--- src/rtl/train_seq_pkg.sv ---
// Shared definitions for the training-loop sequencer.
//   state_e  : FSM state encoding
//   layer_w  : derives the layer-index width from the layer count
package train_seq_pkg;

  typedef enum logic [2:0] {
    ST_IDLE  = 3'd0,
    ST_FWD   = 3'd1,
    ST_CHECK = 3'd2,
    ST_BWD   = 3'd3,
    ST_UPD   = 3'd4,
    ST_DONE  = 3'd5
  } state_e;

  // A single-layer network still needs a one-bit index.
  function automatic int layer_w(input int num_layers);
    int w;
    w = $clog2(num_layers);
    return (w < 1) ? 1 : w;
  endfunction

endpackage

--- src/rtl/train_seq_ctrl_layer_idx_ctr.sv ---
// Loadable up/down layer index counter.
//   clk_i, rst_i : clock, async active-low reset
//   clr_i        : synchronous clear, ignores en_i
//   en_i         : enable for all other operations
//   ld_zero_i    : load 0
//   ld_max_i     : load MAX_VAL
//   inc_i/dec_i  : count up / down
//   cnt_o        : current index
// Priority: clr, ld_zero, ld_max, inc, dec.
module layer_idx_ctr #(
  parameter int W       = 1,
  parameter int MAX_VAL = 0
) (
  input  logic         clk_i,
  input  logic         rst_i,
  input  logic         en_i,
  input  logic         clr_i,
  input  logic         ld_zero_i,
  input  logic         ld_max_i,
  input  logic         inc_i,
  input  logic         dec_i,
  output logic [W-1:0] cnt_o
);

  localparam logic [W-1:0] MAX_L = W'(MAX_VAL);
  localparam logic [W-1:0] ONE_L = W'(1);

  always_ff @(posedge clk_i or negedge rst_i) begin
    if (!rst_i) begin
      cnt_o <= '0;
    end else if (clr_i) begin
      cnt_o <= '0;
    end else if (en_i) begin
      if (ld_zero_i) begin
        cnt_o <= '0;
      end else if (ld_max_i) begin
        cnt_o <= MAX_L;
      end else if (inc_i) begin
        cnt_o <= cnt_o + ONE_L;
      end else if (dec_i) begin
        cnt_o <= cnt_o - ONE_L;
      end
    end
  end

endmodule

--- src/rtl/train_seq_ctrl.sv ---
// Training-loop sequencer: per-layer forward passes, loss check,
// reverse-order backward passes and a weight-update pulse, per epoch.
// Ends on loss convergence or on the epoch limit.
//   clk_i, rst_i      : clock, async active-low reset
//   en_i              : global enable (freezes everything when low)
//   start_i, abort_i  : run control; abort wins and ignores en_i
//   max_epochs_i      : epoch limit (0 = unlimited), sampled at start
//   loss_thresh_i     : convergence threshold, sampled at start
//   loss_i            : accumulated loss from the datapath
//   layer_done_i      : current layer pass complete
//   fwd_o, bwd_o      : pass direction active
//   layer_o           : active layer index
//   zero_loss_o       : pulse, clear loss accumulator
//   zero_final_o      : pulse, clear final-output registers
//   wupd_o            : pulse, commit weight updates
//   epoch_o           : weight updates completed this run
//   busy_o, done_o    : handshake status
//   converged_o       : run ended on loss <= threshold (valid in DONE)
//
// state | meaning
// IDLE  | waiting for start
// FWD   | forward pass, layer counts up
// CHECK | one cycle: convergence / epoch-limit decision
// BWD   | backward pass, layer counts down
// UPD   | one cycle: weight-update and clear pulses, epoch+1
// DONE  | run finished, status held until start or abort
module train_seq_ctrl
  import train_seq_pkg::*;
#(
  parameter int NUM_LAYERS = 2,
  parameter int LAYER_W    = layer_w(NUM_LAYERS),
  parameter int EPOCH_W    = 8,
  parameter int LOSS_W     = 8
) (
  input  logic               clk_i,
  input  logic               rst_i,
  input  logic               en_i,
  input  logic               start_i,
  input  logic               abort_i,
  input  logic [EPOCH_W-1:0] max_epochs_i,
  input  logic [LOSS_W-1:0]  loss_thresh_i,
  input  logic [LOSS_W-1:0]  loss_i,
  input  logic               layer_done_i,
  output logic               fwd_o,
  output logic               bwd_o,
  output logic [LAYER_W-1:0] layer_o,
  output logic               zero_loss_o,
  output logic               zero_final_o,
  output logic               wupd_o,
  output logic [EPOCH_W-1:0] epoch_o,
  output logic               busy_o,
  output logic               done_o,
  output logic               converged_o
);

  localparam logic [LAYER_W-1:0] LAST_L = LAYER_W'(NUM_LAYERS - 1);
  localparam logic [EPOCH_W-1:0] ONE_E  = EPOCH_W'(1);

  state_e              state_q, state_d;
  logic [EPOCH_W-1:0]  epoch_q, lim_q;
  logic [LOSS_W-1:0]   thr_q;
  logic                conv_q;
  logic [EPOCH_W-1:0]  epoch_nxt;

  logic lyr_clr, lyr_ld_zero, lyr_ld_max, lyr_inc, lyr_dec;
  logic ep_clr, ep_inc, cfg_ld, conv_set, conv_clr;
  logic zl_c, zf_c, wupd_c;

  assign epoch_nxt = epoch_q + ONE_E;

  always_comb begin
    state_d     = state_q;
    lyr_clr     = 1'b0;
    lyr_ld_zero = 1'b0;
    lyr_ld_max  = 1'b0;
    lyr_inc     = 1'b0;
    lyr_dec     = 1'b0;
    ep_clr      = 1'b0;
    ep_inc      = 1'b0;
    cfg_ld      = 1'b0;
    conv_set    = 1'b0;
    conv_clr    = 1'b0;
    zl_c        = 1'b0;
    zf_c        = 1'b0;
    wupd_c      = 1'b0;

    if (abort_i) begin
      state_d  = ST_IDLE;
      lyr_clr  = 1'b1;
      ep_clr   = 1'b1;
      conv_clr = 1'b1;
    end else if (en_i) begin
      case (state_q)
        ST_IDLE, ST_DONE: begin
          if (start_i) begin
            cfg_ld      = 1'b1;
            lyr_ld_zero = 1'b1;
            ep_clr      = 1'b1;
            conv_clr    = 1'b1;
            zl_c        = 1'b1;
            zf_c        = 1'b1;
            state_d     = ST_FWD;
          end
        end
        ST_FWD: begin
          if (layer_done_i) begin
            if (layer_o == LAST_L) state_d = ST_CHECK;
            else                   lyr_inc = 1'b1;
          end
        end
        ST_CHECK: begin
          if (loss_i <= thr_q) begin
            conv_set = 1'b1;
            state_d  = ST_DONE;
          end else if ((lim_q != '0) && (epoch_nxt == lim_q)) begin
            state_d = ST_DONE;
          end else begin
            lyr_ld_max = 1'b1;
            state_d    = ST_BWD;
          end
        end
        ST_BWD: begin
          if (layer_done_i) begin
            if (layer_o == '0) state_d = ST_UPD;
            else               lyr_dec = 1'b1;
          end
        end
        ST_UPD: begin
          wupd_c      = 1'b1;
          zl_c        = 1'b1;
          zf_c        = 1'b1;
          ep_inc      = 1'b1;
          lyr_ld_zero = 1'b1;
          state_d     = ST_FWD;
        end
        default: begin
          state_d = ST_IDLE;
          lyr_clr = 1'b1;
        end
      endcase
    end
  end

  always_ff @(posedge clk_i or negedge rst_i) begin
    if (!rst_i) begin
      state_q <= ST_IDLE;
      epoch_q <= '0;
      lim_q   <= '0;
      thr_q   <= '0;
      conv_q  <= 1'b0;
    end else begin
      state_q <= state_d;
      if (ep_clr)      epoch_q <= '0;
      else if (ep_inc) epoch_q <= epoch_nxt;
      if (cfg_ld) begin
        lim_q <= max_epochs_i;
        thr_q <= loss_thresh_i;
      end
      if (conv_clr)      conv_q <= 1'b0;
      else if (conv_set) conv_q <= 1'b1;
    end
  end

  layer_idx_ctr #(
    .W       (LAYER_W),
    .MAX_VAL (NUM_LAYERS - 1)
  ) u_layer_idx (
    .clk_i     (clk_i),
    .rst_i     (rst_i),
    .en_i      (en_i),
    .clr_i     (lyr_clr),
    .ld_zero_i (lyr_ld_zero),
    .ld_max_i  (lyr_ld_max),
    .inc_i     (lyr_inc),
    .dec_i     (lyr_dec),
    .cnt_o     (layer_o)
  );

  assign fwd_o       = (state_q == ST_FWD);
  assign bwd_o       = (state_q == ST_BWD);
  assign busy_o      = (state_q == ST_FWD) || (state_q == ST_CHECK) ||
                       (state_q == ST_BWD) || (state_q == ST_UPD);
  assign done_o      = (state_q == ST_DONE);
  assign epoch_o     = epoch_q;
  assign converged_o = conv_q;

  // Gate with reset so a start_i seen while in reset cannot leak a pulse.
  assign zero_loss_o  = zl_c   & rst_i;
  assign zero_final_o = zf_c   & rst_i;
  assign wupd_o       = wupd_c & rst_i;

endmodule

--- config.mk ---
export PLATFORM = sky130hd
export DESIGN_NAME = train_seq_ctrl
export DESIGN_NICKNAME = d
export VERILOG_FILES = /design/src/rtl/train_seq_pkg.sv /design/src/rtl/train_seq_ctrl_layer_idx_ctr.sv /design/src/rtl/train_seq_ctrl.sv
export SDC_FILE = /design/constraint.sdc
export NUM_CORES = 1
export LEC_CHECK = 0
export ABC_AREA = 0
export BUFFER_PORTS_ARGS = -buffer_cell sky130_fd_sc_hd__buf_2
export CORE_AREA = 10 10 89 91
export CTS_CLUSTER_DIAMETER = 80
export CTS_CLUSTER_SIZE = 20
export DETAILED_ROUTE_END_ITERATION = 10
export DIE_AREA = 0 0 99 101
export PLACE_DENSITY_LB_ADDON = 0.3
export REMOVE_ABC_BUFFERS = 1
export SKIP_LAST_GASP = 1
export SLEW_MARGIN = 20
export SYNTH_ARGS = -nofsm -noshare
export SYNTH_HDL_FRONTEND = slang
export SYNTH_SLANG_ARGS = --single-unit
--- constraint.sdc ---
create_clock -name clk_i -period 3.35 [get_ports clk_i]
set_clock_uncertainty 0.2 [all_clocks]
set_input_delay 0.335 -clock clk_i [delete_from_list [all_inputs] [get_ports clk_i]]
set_output_delay 0.335 -clock clk_i [all_outputs]
set_load 0.005 [all_outputs]
# After elaboration in Yosys (flattened, before gate mapping)
# Cells that the tools add are included.
# W data, S select, Z words.
# op_classes
add_sub_neg,3
mul,0
n_div,0
magnitude_cmp,1
n_eq_ne,11
shift,0
mux,53
n_bitwise,2
n_reduce_logical,15
# ops
cell,count
$mux W1,40
$mux W3,9
$mux W8,2
$pmux W3 S5,1
$ne A3 B3 Y1 const B,4
$add A8 B1 Y8 const B,1
$eq A8 B8 Y1,1
$le A8 B8 Y1,1
$reduce_bool A2 Y1,4
$reduce_bool A8 Y1,1
$eq A3 B2 Y1 const B,2
$eq A3 B3 Y1 const B,2
$reduce_and A6 Y1,1
$reduce_or A6 Y1,1
$reduce_bool A5 Y1,1
$eq A3 B1 Y1 const B,1
$logic_not A3 Y1,1
$logic_or A1 B1 Y1,3
$ne A3 B2 Y1 const B,1
$and A1 B1 Y1,2
$pmux W1 S2,1
$reduce_and A2 Y1,1
$reduce_or A2 Y1,1
$add A1 B1 Y1 const B,1
other kinds (2),2
# totals
regBits,29
latch_bits,0
ram_bits,0
mem_bits_ro,0
in_bits,30
output_inout_bits,17
word_cells,91
n_memories,0

# Depth between registers and ports, before layout
# Gate-level depths: netlist of the first run.
# logic_depth
depth_word,12
mapped_depth,8
depth_no_buf,8

# Hierarchy
# Synthesis of the first run repeated with hierarchy kept, for this count alone.
# unflattened
hier_cells,203
hier_area_um2,1896.8
# modules_own_cells
module,n_inst,cells_each,area_each_um2,seq_area_each_um2
train_seq_ctrl,1,196,1836.8,700.7
layer_idx_ctr,1,7,60.1,25.0

# Worst setup path after synthesis of the first run
# Ideal clock, no wire load.
# synth_path
path_kind,flip-flop to output port
start,reg state_q[1]
end,out zero_loss_o
t_arrival_ns,1.885
t_required_ns,2.815
path_slack_ns,0.930
stages_incl_launch_ff,8
n_path_buf,4
path_cell_list,dfrtp_1 -> clkbuf_1 -> nand2b_1 -> or3_1 -> buf_2 -> buf_1 -> a21boi_0 -> buf_4
# synth_via
elab_chain_cells,6
word_cells_on_any_way,8
cone_classes,2 x eq/ne; 3 x mux; 1 x bitwise; 2 x reduce/logical
# synth_lines
element,line_no,text
"start, declared",train_seq_ctrl.sv:59,"state_e state_q, state_d;"
"start signal, assigned",train_seq_ctrl.sv:152,state_q <= state_d;
$eq A3 B3 Y1 or $logic_not A3 Y1 (tied branches),n/a,
$reduce_or A2 Y1,n/a,
$pmux W1 S2 (*),n/a,
$mux W1 (*) (2 in series),n/a,
$and A1 B1 Y1 (*),n/a,
"end, declared",train_seq_ctrl.sv:47,"output logic zero_loss_o,"
# Mark *: on every way between the ends. The rest lies on a longest branch, timed or not.

# Worst setup path in the final report of the first run
# layout_path
start,reg state_q[2]
end,out zero_final_o
# layout_via
elab_chain_cells,6
word_cells_on_any_way,8
cone_classes,2 x eq/ne; 3 x mux; 1 x bitwise; 2 x reduce/logical
# layout_lines
element,line_no,text
$eq A3 B3 Y1 or $logic_not A3 Y1 (tied branches),train_seq_ctrl.sv:93,case (state_q)
$reduce_or A2 Y1,n/a,
$pmux W1 S2 (*),train_seq_ctrl.sv:93,
$mux W1 (*),train_seq_ctrl.sv:92,end else if (en_i) begin
$mux W1 (*),train_seq_ctrl.sv:87,if (abort_i) begin
$and A1 B1 Y1 (*),train_seq_ctrl.sv:189,assign zero_final_o = zf_c & rst_i;
"end, declared",train_seq_ctrl.sv:48,"output logic zero_final_o,"
# Marked as above.

==> impl_metrics.toml, run 1 <==
[status]
status = "finished clean"

[floorplanning]
start_util_pct = 28.9
core_area_um2 = 6200
die-width_um = 99
die_area_um2 = 10000
ioPinCount = 47
rows = 29
die_h_um = 101

[synthesis]
ys.flop_type = "dfrtp_1"
synthMostInstantiatedCell = "dfrtp_1"
synth_edf_count = 0
yosys_warnings = 0
synth_cell_type_count = 41
yosysSeqAreaShare_pct = 40.4
synth_top_cell_by_area = "dfrtp_1"
syn_area_um2 = 1790
synth_area_leaders = "dfrtp_1 40%, mux2_2 10%, ha_1 6.3%"
synthArstFlopShare_pct = 100
yosysTopAreaCellShare_pct = 40.4
yosys_register_bits = 29
syn_area_per_cell_um2 = 9.91
synth_common_cells = "29 x dfrtp_1, 17 x nor2_1, 16 x mux2_2, 12 x xnor2_1, 11 x inv_1"
synthCells = 181

[drt]
via_count = 1430
ant_nets = 0
dr.pass1.iters = 2
top_layer = "met4"
drtIter0Drc = 79
dr_wl_met3_um = 212
routedWlPerCell_um = 13.8
met1_length_um = 2160
wirelength_um = 4220
drc = 0
via_per_inst = 4.69
wl_met2_um = 1780

[hold_path]
hold_path.class = "in2reg"
holdPathEnd = "lim_q[3]"
holdPathStages = 2
worstHoldStart = "max_epochs_i[3]"

[critical_path]
ff2ff_path_depth = 7
reg2reg_to = "state_q[1]"
cp_max_fo = 17
cp-end-kind = "output pin"
crit_path_top_delay_cell = "dfrtp_1"
critPathArrivalTime_ps = 2250
critPathLaunchType = "flip-flop"
critPathRequiredTime_ps = 2810
regToRegSetupSlack_ps = 870
cp_cell_sequence = "inv_1, nand2_1, nand3_1, or3_1, buf_4, a21boi_0, buf_2"
path_class = "reg2out"
cpPeakStageDelay_ps = 590
r2r-start = "epoch_o[0]"

[cells_and_area]
final_util_pct = 35.3
diodes = 0
layout-drive-gt1-share_pct = 32.5
fin_area_um2 = 2190
syn_to_final_growth_pct = 22.2
num-nets-final = 267

[power_and_ir_drop]
power.leakage_nw = 1.02
combPwrFrac_pct = 26.4
pwr_density_cell_nw_per_um2 = 470
p_sw_share_pct = 29.5
p_sw_uw = 303
power_frac_seq_pct = 45.7
clockPowerShare_pct = 27.9
internal_power_uw = 726
ir_drop_mv = 0.246

[clocking]
clock_latency_ps = 270
htree_levels = 2
clk_pin_slew_ps = 60
root_buffer = "clkbuf_8"
cts-resized-gates = 0
cts_sinks = 29
numCtsBuffers = 5
cts_tree = "done"
cts.path.max_buffers = 2

[placement]
portBuffers = 46
postPlaceCellArea_um2 = 2100
gp_congestion = 0.784
pre_cts_slack_ps = 867
dp_hpwl_um = 3380

[timing]
fmax_ghz = 0.360
tightest_slew_ps = 688
setup_viol = 0
min_period_ps = 2780
hold_viol_final = 0
rsz0062_at_grt = "no"
finalWorstSetupSlack_ps = 570
finalMaxSlewViolations = 0
fin_setup_tns_ps = 0
maxSlewHeadroom_pct = 54.0
fin_crit_sh_pct = 83.0

[global_routing]
grt_usage_pct = 8.89
first_global_vias = 1542
antenna_found_initial = 0
grt_pass1_wl_um = 7350
grt_max_degree = 18
grt_overflow = 0

[run]
drv_cap = 0
## per-stage QoR
| step | hold slack, ps | total power, mW | std cells |
|---|---|---|---|
| after floorplan | -161 | 0.664 | 171 |
| after global placement | 90.0 | 0.745 | 297 |
| after detailed placement | 94.8 | 0.753 | 297 |
| after CTS | 77.4 | 1.05 | 305 |
| after global routing | 89.3 | 1.11 | 305 |
| final | 92.2 | 1.03 | 305 |
## metal layers
layer	GRT usage, %	vias up
met5	0	-
met2	13.3	32
met3	2.88	6
met1	11.5	655
met4	3.64	0
li1	-	737
## power by group through the flow
stage                     Combinational (mW)  Sequential, mW  Clock (mW)
after CTS                              0.277           0.471       0.300
after global placement                 0.270           0.476           0
after detailed placement               0.275           0.477           0
final                                  0.272           0.471       0.287
after floorplan                        0.205           0.459           0
after global routing                   0.315           0.482       0.309
## cells in the final DEF (no fill, tap or decap), drive strengths merged, types with 5 or more instances in the layout
master and n:
buf 49, dfrtp 29, nor2 17, mux2 16, xnor2 12, inv 11
a21oi 9, ha 9, nand2 7, xor2 7, nand3 7, clkbuf 7
nor4 5
## state kept, by name, summed over array words and instances, names as in the netlist
| signal | flops |
|---|---|
| thr_q | 8 |
| state_q | 3 |
| u_layer_idx.cnt_o | 1 |
| epoch_o | 8 |
| converged_o | 1 |
| lim_q | 8 |
## repair_timing
action                                 4_1_cts  5_1_grt
setup buffers                                0        0
hold buffers                                 1        0
endpoints found under the hold margin       13        0
## worst max path at each step
stage,start,to
detailed placement,state_q[2],zero_final_o
floorplan,epoch_o[0],state_q[1]
finish,state_q[2],zero_final_o
global route,state_q[2],zero_loss_o
global placement,state_q[2],zero_final_o
CTS,state_q[2],zero_final_o
## logic make-up after synthesis
family	after synthesis	synth area share, %
compound gates	24	9.62
xor+xnor	19	9.27
fa+ha+maj	9	6.28
buf+inv	21	4.95
flops	29	40.4
mux	18	11.2
simple gates	61	18.3
## area by class of cell
| cell class | count | area, um2 |
|---|---|---|
| Inverter | 11 | 41.3 |
| Timing Repair Buffer | 50 | 263 |
| Multi-Input combinational cell | 131 | 980 |
| Tap cell | 77 | 96.3 |
| Fill cell | 650 | 4010 |
| Sequential cell | 29 | 726 |
| Clock buffer | 7 | 86.3 |
## worst max-delay path: cells and delay by family (launching register included)
family / cells / cell delay [ps]
compound gates: 1 / 280
buf+inv: 3 / 550
simple gates: 3 / 540
flops: 1 / 590
No activity file was read; power rests on OpenSTA's default activity.
==> inputs of run 2 (changes only) <==
- clock period: 3.35 -> 2.9 ns (I/O delays scaled with it)
==> impl_metrics.toml, run 2 (synthesis results as in run 1) <==
[timing]
maxSlewHeadroom_pct = 52.0
hold_viol_final = 0
fmax_ghz = 0.389
fin_crit_sh_pct = 88.7
rsz0062_at_grt = "no"
setup_viol = 0
min_period_ps = 2570
finalMaxSlewViolations = 0
fin_setup_tns_ps = 0
tightest_slew_ps = 719

[critical_path]
cp-end-kind = "output pin"
path_class = "reg2out"
ff2ff_path_depth = 7
critPathArrivalTime_ps = 2080
critPathLaunchType = "flip-flop"
regToRegSetupSlack_ps = 430
cp_max_fo = 12
critPathRequiredTime_ps = 2410

[floorplanning]
die-width_um = 99
start_util_pct = 28.9
die_h_um = 101
core_area_um2 = 6200
rows = 29
die_area_um2 = 10000
ioPinCount = 47

[global_routing]
antenna_found_initial = 0
grt_max_degree = 19
first_global_vias = 1477
grt_overflow = 0
grt_usage_pct = 8.86
grt_pass1_wl_um = 7330

[clocking]
post_cts_buffers = 0
root_buffer = "clkbuf_8"
clock_latency_ps = 280
clk_pin_slew_ps = 60
cts_sinks = 29
cts_tree = "done"
numCtsBuffers = 5
cts.path.max_buffers = 2
htree_levels = 2

[cells_and_area]
most-common-layout-cells = "46 x buf_2, 29 x dfrtp_1, 17 x nor2_1"
num-nets-final = 268
mostFrequentLayoutCell = "buf_2"
syn_to_final_growth_pct = 23.4
layout-drive-gt1-share_pct = 33.5
stdcell_count = 307
fill_cells = 646
diodes = 0

[placement]
gp_congestion = 0.801
placedCellCount = 298
dp_hpwl_um = 3370
portBuffers = 46

[power_and_ir_drop]
power.leakage_nw = 1.03
ir_drop_mv = 0.298
pwr_density_cell_nw_per_um2 = 556

[run]
drv_cap = 0

[drt]
ant_nets = 0
drtIter0Drc = 57
via_per_inst = 4.80
via_count = 1474
wirelength_um = 4250
routedWlPerCell_um = 13.9
dr.pass1.iters = 4
drc = 0

[hold_path]
holdPathStages = 2
hold_path.class = "in2reg"

[status]
status = "finished clean"
==> run 2: timing repair <==
action	in CTS	in global routing
resized for setup	0	0
hold buffers	1	0
hold endpoints to repair	12	0
==> run 2: final timing paths <==
path | start | to
worst max-delay path | state_q[2] | zero_loss_o
worst min-delay path | loss_thresh_i[3] | thr_q[3]
worst max register to register | epoch_o[0] | state_q[1]
worst min register to register | thr_q[1] | thr_q[1]
max in group asynchronous | rst_i | lim_q[1]
min in group asynchronous | rst_i | epoch_o[5]
==> run 2: worst max-delay path: stages, from the launching register on <==
cell	delay, ps
dfrtp_1	580
inv_1	160
nand2_1	120
nand3_1	110
or3_1	360
a21boi_0	300
buf_2	180
==> run 2: layout make-up <==
class | instances | area [um2] | share of cell area, %
flip-flops and latches | 29 | 726 | 32.8
multi-input cells | 131 | 980 | 44.2
repair buffers | 51 | 270 | 12.2
well taps | 77 | 96.3 | 4.35
inverters | 11 | 41.3 | 1.86
clock inverters | 1 | 5.00 | 0.226
clock buffers | 7 | 96.3 | 4.35
==> run 2: layer usage <==
| layer | vias to the layer above | GRT usage (%) | share of wire (%) |
|---|---|---|---|
| met5 | - | 0 | 0 |
| met3 | 7 | 3.77 | 7.4 |
| met2 | 41 | 13.4 | 45 |
| met4 | 0 | 3.31 | 1.5 |
| met1 | 690 | 10.9 | 47 |
| li1 | 736 | - | - |
==> run 2: power breakdown <==
part | switching (mW) | internal, mW
Combinational | 0.144 | 0.179
Clock | 0.151 | 0.214
Sequential | 0.0649 | 0.478
Total | 0.360 | 0.871
==> run 2: through the flow <==
| stage | setup WS, ps | cell area (um2) | util (%) | total power, mW | hold slack, ps |
|---|---|---|---|---|---|
| finish | 327 | 2210 | 35.7 | 1.23 | 38.8 |
| global route | 131 | 2210 | 35.7 | 1.33 | 27.0 |
| floorplan | 546 | 1750 | - | 0.768 | -206 |
| detailed placement | 429 | 2100 | 33.9 | 0.879 | 18.3 |
| CTS | 321 | 2210 | 35.7 | 1.26 | 28.8 |
| global placement | 488 | 2100 | 33.9 | 0.869 | 24.8 |
